`src/rtl/spi_seq_ctrl_if.sv`:
```
// Register-file <-> SPI sequencer bundle: start controls, transfer setup, pad signals and results.
// The master side is the register file (or bench); the slave side is spi_seq_ctrl.
interface spi_seq_ctrl_if;
   logic        start_wr;
   logic        start_rd;
   logic [4:0]  rw_len;
   logic        ch_sel;
   logic        d_rise_align;
   logic [31:0] wdata;
   logic        spi_miso0;
   logic        spi_miso1;
   logic        spi_sclk;
   logic [1:0]  spi_csn;
   logic        spi_mosi;
   logic [31:0] rdata;
   logic [31:0] rdata1;
   logic        busy;
   logic        done;

   modport master (
      output start_wr, start_rd, rw_len, ch_sel, d_rise_align, wdata, spi_miso0, spi_miso1,
      input  spi_sclk, spi_csn, spi_mosi, rdata, rdata1, busy, done
   );

   modport slave (
      input  start_wr, start_rd, rw_len, ch_sel, d_rise_align, wdata, spi_miso0, spi_miso1,
      output spi_sclk, spi_csn, spi_mosi, rdata, rdata1, busy, done
   );
endinterface

```
`src/rtl/spi_seq_ctrl.sv`:
```
// SPI master sequencer: one transaction per start pulse, two chip selects on a shared SCLK/MOSI,
// MSB-first shift-out, right-aligned per-channel read results.
module spi_seq_ctrl #(
   parameter int CLK_DIV  = 4,
   parameter int CS_SETUP = 2,
   parameter int CS_HOLD  = 2
) (
   input logic           clk,
   input logic           rst,
   spi_seq_ctrl_if.slave bus
);

   localparam int CNT_MAX_A = (CLK_DIV > CS_SETUP) ? CLK_DIV : CS_SETUP;
   localparam int CNT_MAX   = (CNT_MAX_A > CS_HOLD) ? CNT_MAX_A : CS_HOLD;
   localparam int CNT_W     = $clog2(CNT_MAX + 1);

   typedef enum logic [2:0] {S_IDLE, S_SETUP, S_SHIFT, S_HOLD, S_DONE} state_t;

   state_t             r_state;
   logic [CNT_W-1:0]   r_cnt;
   logic [4:0]         r_bit;
   logic               r_last;
   logic               r_ch;
   logic               r_align;
   logic               r_is_rd;
   logic [31:0]        r_wdata;
   logic [31:0]        r_sr;
   logic               r_sclk;
   logic [1:0]         r_csn;
   logic               r_mosi;
   logic [31:0]        r_rdata;
   logic [31:0]        r_rdata1;
   logic               r_busy;
   logic               r_done;
   logic               w_miso;

   assign w_miso = r_ch ? bus.spi_miso1 : bus.spi_miso0;

   // NOTE: all state is updated with non-blocking assignments so every register samples pre-edge values.
   always_ff @(posedge clk or posedge rst) begin
      if (rst) begin
         r_state  <= S_IDLE;
         r_cnt    <= '0;
         r_bit    <= '0;
         r_last   <= 1'b0;
         r_ch     <= 1'b0;
         r_align  <= 1'b0;
         r_is_rd  <= 1'b0;
         r_wdata  <= '0;
         r_sr     <= '0;
         r_sclk   <= 1'b0;
         r_csn    <= 2'b11;
         r_mosi   <= 1'b0;
         r_rdata  <= '0;
         r_rdata1 <= '0;
         r_busy   <= 1'b0;
         r_done   <= 1'b0;
      end else begin
         case (r_state)
            S_IDLE: begin
               if (bus.start_wr || bus.start_rd) begin
                  r_state  <= S_SETUP;
                  r_cnt    <= CNT_W'(CS_SETUP - 1);
                  r_bit    <= bus.rw_len;
                  r_last   <= 1'b0;
                  r_ch     <= bus.ch_sel;
                  r_align  <= bus.d_rise_align;
                  r_is_rd  <= bus.start_rd;
                  r_wdata  <= bus.wdata;
                  r_sr     <= '0;
                  r_csn    <= bus.ch_sel ? 2'b01 : 2'b10;
                  r_mosi   <= bus.wdata[bus.rw_len];
                  r_busy   <= 1'b1;
               end
            end
            S_SETUP: begin
               if (r_cnt != '0) begin
                  r_cnt <= r_cnt - CNT_W'(1);
               end else begin
                  r_state <= S_SHIFT;
                  r_cnt   <= CNT_W'(CLK_DIV - 1);
                  r_sclk  <= 1'b1;
                  if (r_align) r_sr <= {r_sr[30:0], w_miso};
               end
            end
            S_SHIFT: begin
               if (r_cnt != '0) begin
                  r_cnt <= r_cnt - CNT_W'(1);
               end else if (r_sclk) begin
                  // Falling edge: optional capture, then present the next lower bit.
                  r_cnt  <= CNT_W'(CLK_DIV - 1);
                  r_sclk <= 1'b0;
                  r_last <= (r_bit == 5'd0);
                  if (!r_align) r_sr <= {r_sr[30:0], w_miso};
                  if (r_bit != 5'd0) begin
                     r_bit  <= r_bit - 5'd1;
                     r_mosi <= r_wdata[r_bit - 5'd1];
                  end
               end else if (r_last) begin
                  r_state <= S_HOLD;
                  r_cnt   <= CNT_W'(CS_HOLD - 1);
               end else begin
                  r_cnt  <= CNT_W'(CLK_DIV - 1);
                  r_sclk <= 1'b1;
                  if (r_align) r_sr <= {r_sr[30:0], w_miso};
               end
            end
            S_HOLD: begin
               if (r_cnt != '0) begin
                  r_cnt <= r_cnt - CNT_W'(1);
               end else begin
                  r_state <= S_DONE;
                  r_csn   <= 2'b11;
                  r_done  <= 1'b1;
                  if (r_is_rd && !r_ch) r_rdata  <= r_sr;
                  if (r_is_rd &&  r_ch) r_rdata1 <= r_sr;
               end
            end
            S_DONE: begin
               r_state <= S_IDLE;
               r_done  <= 1'b0;
               r_busy  <= 1'b0;
               r_mosi  <= 1'b0;
            end
            default: r_state <= S_IDLE;
         endcase
      end
   end

   assign bus.spi_sclk = r_sclk;
   assign bus.spi_csn  = r_csn;
   assign bus.spi_mosi = r_mosi;
   assign bus.rdata    = r_rdata;
   assign bus.rdata1   = r_rdata1;
   assign bus.busy     = r_busy;
   assign bus.done     = r_done;

endmodule

```
`src/flat_wrapper.sv`:
```
// flat-port wrapper written by rule: the top's interface ports become plain ports
module spi_seq_ctrl_flat 
#(
   parameter int CLK_DIV  = 4,
   parameter int CS_SETUP = 2,
   parameter int CS_HOLD  = 2
)
  (clk, rst, bus_start_wr, bus_start_rd, bus_rw_len, bus_ch_sel, bus_d_rise_align, bus_wdata, bus_spi_miso0, bus_spi_miso1, bus_spi_sclk, bus_spi_csn, bus_spi_mosi, bus_rdata, bus_rdata1, bus_busy, bus_done);
  spi_seq_ctrl_if bus_i ();
  input logic clk;
  input logic rst;
  input wire logic [$bits(bus_i.start_wr)-1:0] bus_start_wr;
  input wire logic [$bits(bus_i.start_rd)-1:0] bus_start_rd;
  input wire logic [$bits(bus_i.rw_len)-1:0] bus_rw_len;
  input wire logic [$bits(bus_i.ch_sel)-1:0] bus_ch_sel;
  input wire logic [$bits(bus_i.d_rise_align)-1:0] bus_d_rise_align;
  input wire logic [$bits(bus_i.wdata)-1:0] bus_wdata;
  input wire logic [$bits(bus_i.spi_miso0)-1:0] bus_spi_miso0;
  input wire logic [$bits(bus_i.spi_miso1)-1:0] bus_spi_miso1;
  output wire logic [$bits(bus_i.spi_sclk)-1:0] bus_spi_sclk;
  output wire logic [$bits(bus_i.spi_csn)-1:0] bus_spi_csn;
  output wire logic [$bits(bus_i.spi_mosi)-1:0] bus_spi_mosi;
  output wire logic [$bits(bus_i.rdata)-1:0] bus_rdata;
  output wire logic [$bits(bus_i.rdata1)-1:0] bus_rdata1;
  output wire logic [$bits(bus_i.busy)-1:0] bus_busy;
  output wire logic [$bits(bus_i.done)-1:0] bus_done;
  assign bus_i.start_wr = bus_start_wr;
  assign bus_i.start_rd = bus_start_rd;
  assign bus_i.rw_len = bus_rw_len;
  assign bus_i.ch_sel = bus_ch_sel;
  assign bus_i.d_rise_align = bus_d_rise_align;
  assign bus_i.wdata = bus_wdata;
  assign bus_i.spi_miso0 = bus_spi_miso0;
  assign bus_i.spi_miso1 = bus_spi_miso1;
  assign bus_spi_sclk = bus_i.spi_sclk;
  assign bus_spi_csn = bus_i.spi_csn;
  assign bus_spi_mosi = bus_i.spi_mosi;
  assign bus_rdata = bus_i.rdata;
  assign bus_rdata1 = bus_i.rdata1;
  assign bus_busy = bus_i.busy;
  assign bus_done = bus_i.done;
  spi_seq_ctrl #(.CLK_DIV(CLK_DIV), .CS_SETUP(CS_SETUP), .CS_HOLD(CS_HOLD)) u_core (.clk(clk), .rst(rst), .bus(bus_i));
endmodule
```
`config.mk`:
```
export PLATFORM = sky130hd
export DESIGN_NAME = spi_seq_ctrl_flat
export DESIGN_NICKNAME = d
export VERILOG_FILES = /design/src/rtl/spi_seq_ctrl_if.sv /design/src/rtl/spi_seq_ctrl.sv /design/src/flat_wrapper.sv
export SDC_FILE = /design/constraint.sdc
export NUM_CORES = 1
export LEC_CHECK = 0
export CORE_MARGIN = 5
export CORE_UTILIZATION = 40
export CTS_CLUSTER_SIZE = 25
export DETAILED_ROUTE_END_ITERATION = 8
export HOLD_SLACK_MARGIN = 0.12
export PLACE_DENSITY_LB_ADDON = 0.2
export SYNTH_ARGS = -nofsm -noshare
export SYNTH_HDL_FRONTEND = slang
export SYNTH_SLANG_ARGS = --single-unit
```
`constraint.sdc`:
```
create_clock -name clk -period 11.3 [get_ports clk]
set_input_delay 1.695 -clock clk [delete_from_list [all_inputs] [get_ports clk]]
set_output_delay 1.695 -clock clk [all_outputs]
set_load 0.005 [all_outputs]
```
==> metrics.md <==
| Metric | Value |
|---|---|
| Residual DRC | `0` |
| Setup CP Type | `in -> reg` |
| Synth top area share | `between 50% and 60%` |
| IO Count | `between 100 and 150` |
| CTS tree | `done` |
| Dpl cells | `between 700 and 800` |
| Unrepaired setup endpoints after global routing | `false` |
| CTS root buffer | `clkbuf_16` |
| Area Overhead vs Synth | `29.1%` |
| Crit path launch type | `input port` |
| CTS max path bufs | `2` |
| Hold Buf Count CTS | `0` |
| Core area | `approximately 16,000 µm²` |
| Routed vias | `approximately 4,300` |
| CP top delay family | `simple AND/OR/NAND/NOR gates` |
| Post-CTS setup buffer count | `0` |
| Syn_nets | `approximately 510` |
| LEAKAGE | `3.72 nW` |
| GRT Total Usage | `between 10% and 20%` |
| Clock Sinks | `around 150` |
| Slowest cell on the critical path | `or2_1` |
| Total wire length | `between 10 and 15 mm` |
| CTS resizes | `0` |
| Synth warnings | `0` |
| Sequential share of power | `about two fifths` |
| Setup violators final | `0` |
| Worst path max stage delay | `around 0.90 ns` |
| First DRT Iteration DRCs | `265` |
| Final nets | `between 600 and 700` |
| Rel. slew slack | `approximately a quarter` |
| Slew Viols, Final | `0` |
| Combinational power share | `roughly 30%` |
| Post-synth ARST share | `100%` |
| Number of global-route vias before repair | `~4,300` |
| Synth unique cells | `47` |
| Clk slew on worst S/H paths | `~0.060 ns` |
| Initial Util | `40.9%` |
| Die area | `approximately 19,000 µm²` |
| Maxcap violations | `0` |
| Share of layout cells above drive strength 1 | `a little over a quarter` |
| Final hold viol count | `0` |
| FMAX | `about 270 MHz` |
| WHS | `about 0.50 ns` |
| Global-route wire length before repair | `approximately 23 mm` |
| Worst-skew pair later-pin latency | `about 0.42 ns` |
| Final clock skew | `between 0.01 and 0.015 ns` |
| Crit-path max FO | `32` |
| Std cell rows | `46` |
| Setup TNS | `0 ns` |
| Reg area | `around 3700 µm²` |
| Gpl congestion | `0.871` |
| Switching Share | `roughly 33%` |
| Ant. Diodes | `0` |
| Clock power frac | `between 30% and 40%` |
| Outcome | `finished, final reports clean` |
| Synthesized instance count | `roughly 470` |
| Clock H-tree levels | `4` |
| Crit-path cells | `clkdlybuf4s50_1 -> nor2_1 -> a21oi_2 -> o21ai_1 -> or2_1 -> a22o_1` |
| Tcrit/Tclk final | `between 30% and 40%` |
| Switching Power | `between 0.0006 and 0.0007 W` |
| Die X-Extent | `~140 µm` |
| Antenna viol nets, final | `0` |
| Ys flop type | `dfrtp_1` |
| Detailed Routing Iterations Pass 1 | `4` |
| Vias per cell | `approximately 5.3` |
| Min-delay worst type | `reg -> reg` |
| Synthesized area per cell | `between 10 and 15 µm²` |
| Worst path required time | `around 12 ns` |
| Maximum VDD drop | `around 0.00011 V` |
| Hpwl dp | `just under 10 mm` |
| Data arrival, critical path | `4.01 ns` |
| Utilization after layout | `between 50% and 60%` |
| EDFF count, synth | `0` |
| Int Pwr | `between 0.001 and 0.0015 W` |
| CTS buffer count | `17` |
| Worst slew pin tran | `~1.1 ns` |
| PwrDens | `223 nW/µm²` |
| Yosys top cell by area | `dfrtp_1` |
| WP buf/inv | `1` |
| Post-synthesis sequential area ratio | `between 50% and 60%` |
| # fillers | `approximately 1,400` |
| Synth area leaders | `dfrtp_1 57%, mux2_2 18%, a22o_1 4.6%, mux4_2 3.5%, mux4_1 2.4%` |
| Die Ht | `roughly 140 µm` |
| Initial antenna violation count | `1` |
| Synth cell count leaders | `147 x dfrtp_1, 101 x mux2_2, 34 x a22o_1` |
| Multi-input logic area | `roughly 2600 µm²` |
| Count leader, synth | `dfrtp_1` |
| Largest net degree at the start of global routing | `roughly 80` |
| Yosys reg bits | `149` |
| PortBufs | `approximately 110` |
| Final cell count without fillers | `800` |
| Total gr overflow | `0` |
| Wire per inst | `~18 µm` |
| Post-synthesis cell area | `approximately 6500 µm²` |
| Crit path capture type | `flop` |
| Fin crit period | `around 3.7 ns` |
## worst paths after layout
check / startpoint / to / slack (ns) / depth (start not counted)
min in group asynchronous: rst / u_core.bus.rdata1[2] / 1.77 / 2
worst max register to register: u_core.r_bit[0] / u_core.bus.spi_mosi / 8.45 / 8
worst min register to register: u_core.r_wdata[10] / u_core.r_wdata[10] / 0.50 / 1
worst min-delay path: u_core.r_wdata[10] / u_core.r_wdata[10] / 0.50 / 1
worst max-delay path: bus_start_rd / u_core.r_sr[1] / 7.64 / 6
max in group asynchronous: rst / u_core.bus.rdata[28] / 8.14 / 3
## per-stage QoR
stage / power [W] / area (µm²) / setup slack, ns
CTS: 0.00189 / 8380 / 7.70
floorplan: 0.00115 / 6490 / 5.60
global route: 0.00197 / 8380 / 7.52
finish: 0.00187 / 8380 / 7.64
global placement: 0.00129 / 7770 / 7.32
detailed placement: 0.00131 / 7770 / 7.25
## layout make-up
cell class                      instances  area share, %
Sequential cell                       149           44.5
Multi-Input combinational cell        276           30.6
Timing Repair Buffer                  117           13.9
Clock buffer                           18           5.24
Tap cell                              216           3.23
Clock inverter                         14           1.96
Inverter                               10          0.508
## flip-flops by register name (all words and copies together), names as in the netlist
| name | count |
|---|---|
| u_core.r_cnt | 3 |
| u_core.bus.rdata | 32 |
| u_core.r_ch | 1 |
| u_core.r_state | 3 |
| u_core.r_wdata | 32 |
| u_core.r_bit | 5 |
| u_core.bus.busy | 1 |
| u_core.bus.done | 1 |
| u_core.r_sr | 32 |
| u_core.r_is_rd | 1 |
| u_core.bus.rdata1 | 32 |
| u_core.r_last | 1 |
| u_core.bus.spi_csn | 2 |
| u_core.r_align | 1 |
| u_core.bus.spi_sclk | 1 |
| u_core.bus.spi_mosi | 1 |
## cells in the final DEF (no fill, tap or decap), drive strengths merged, types with 11 or more instances in the layout
cell type      synthesis  final
a21oi                 15     15
a22o                  34     34
clkbuf                 8     18
clkdlybuf4s50          0    114
dfrtp                147    147
inv                   10     17
mux2                 101    101
mux4                  16     16
nand2                 16     16
nor2                  20     20
nor3                  11     11
o21ai                 17     17
## cells by family after synthesis
group           after synthesis  synth area share [%]
compound gates               83                  9.20
xor+xnor                      4                 0.656
fa+ha+maj                     3                 0.578
buf+inv                      41                  3.16
flops                       149                  57.5
mux                         122                  24.2
simple gates                 64                  4.72
## power groups by stage
stage | registers, W | clock network [W] | logic [W]
after floorplan | 0.000698 | 0 | 0.000457
after global placement | 0.000741 | 0 | 0.000545
after detailed placement | 0.000748 | 0 | 0.000560
after CTS | 0.000739 | 0.000588 | 0.000560
after global routing | 0.000756 | 0.000611 | 0.000607
final | 0.000739 | 0.000577 | 0.000556
## metal layers
| metal | GRT usage, % | vias up | share of wire, % |
|---|---|---|---|
| met2 | 24.9 | 110 | 49 |
| met1 | 21.7 | 2201 | 45 |
| li1 | - | 1935 | - |
| met3 | 4.13 | 12 | 4.7 |
| met5 | 0 | - | 0.091 |
| met4 | 5.65 | 2 | 1.1 |
(Power assumes the default switching activity.)
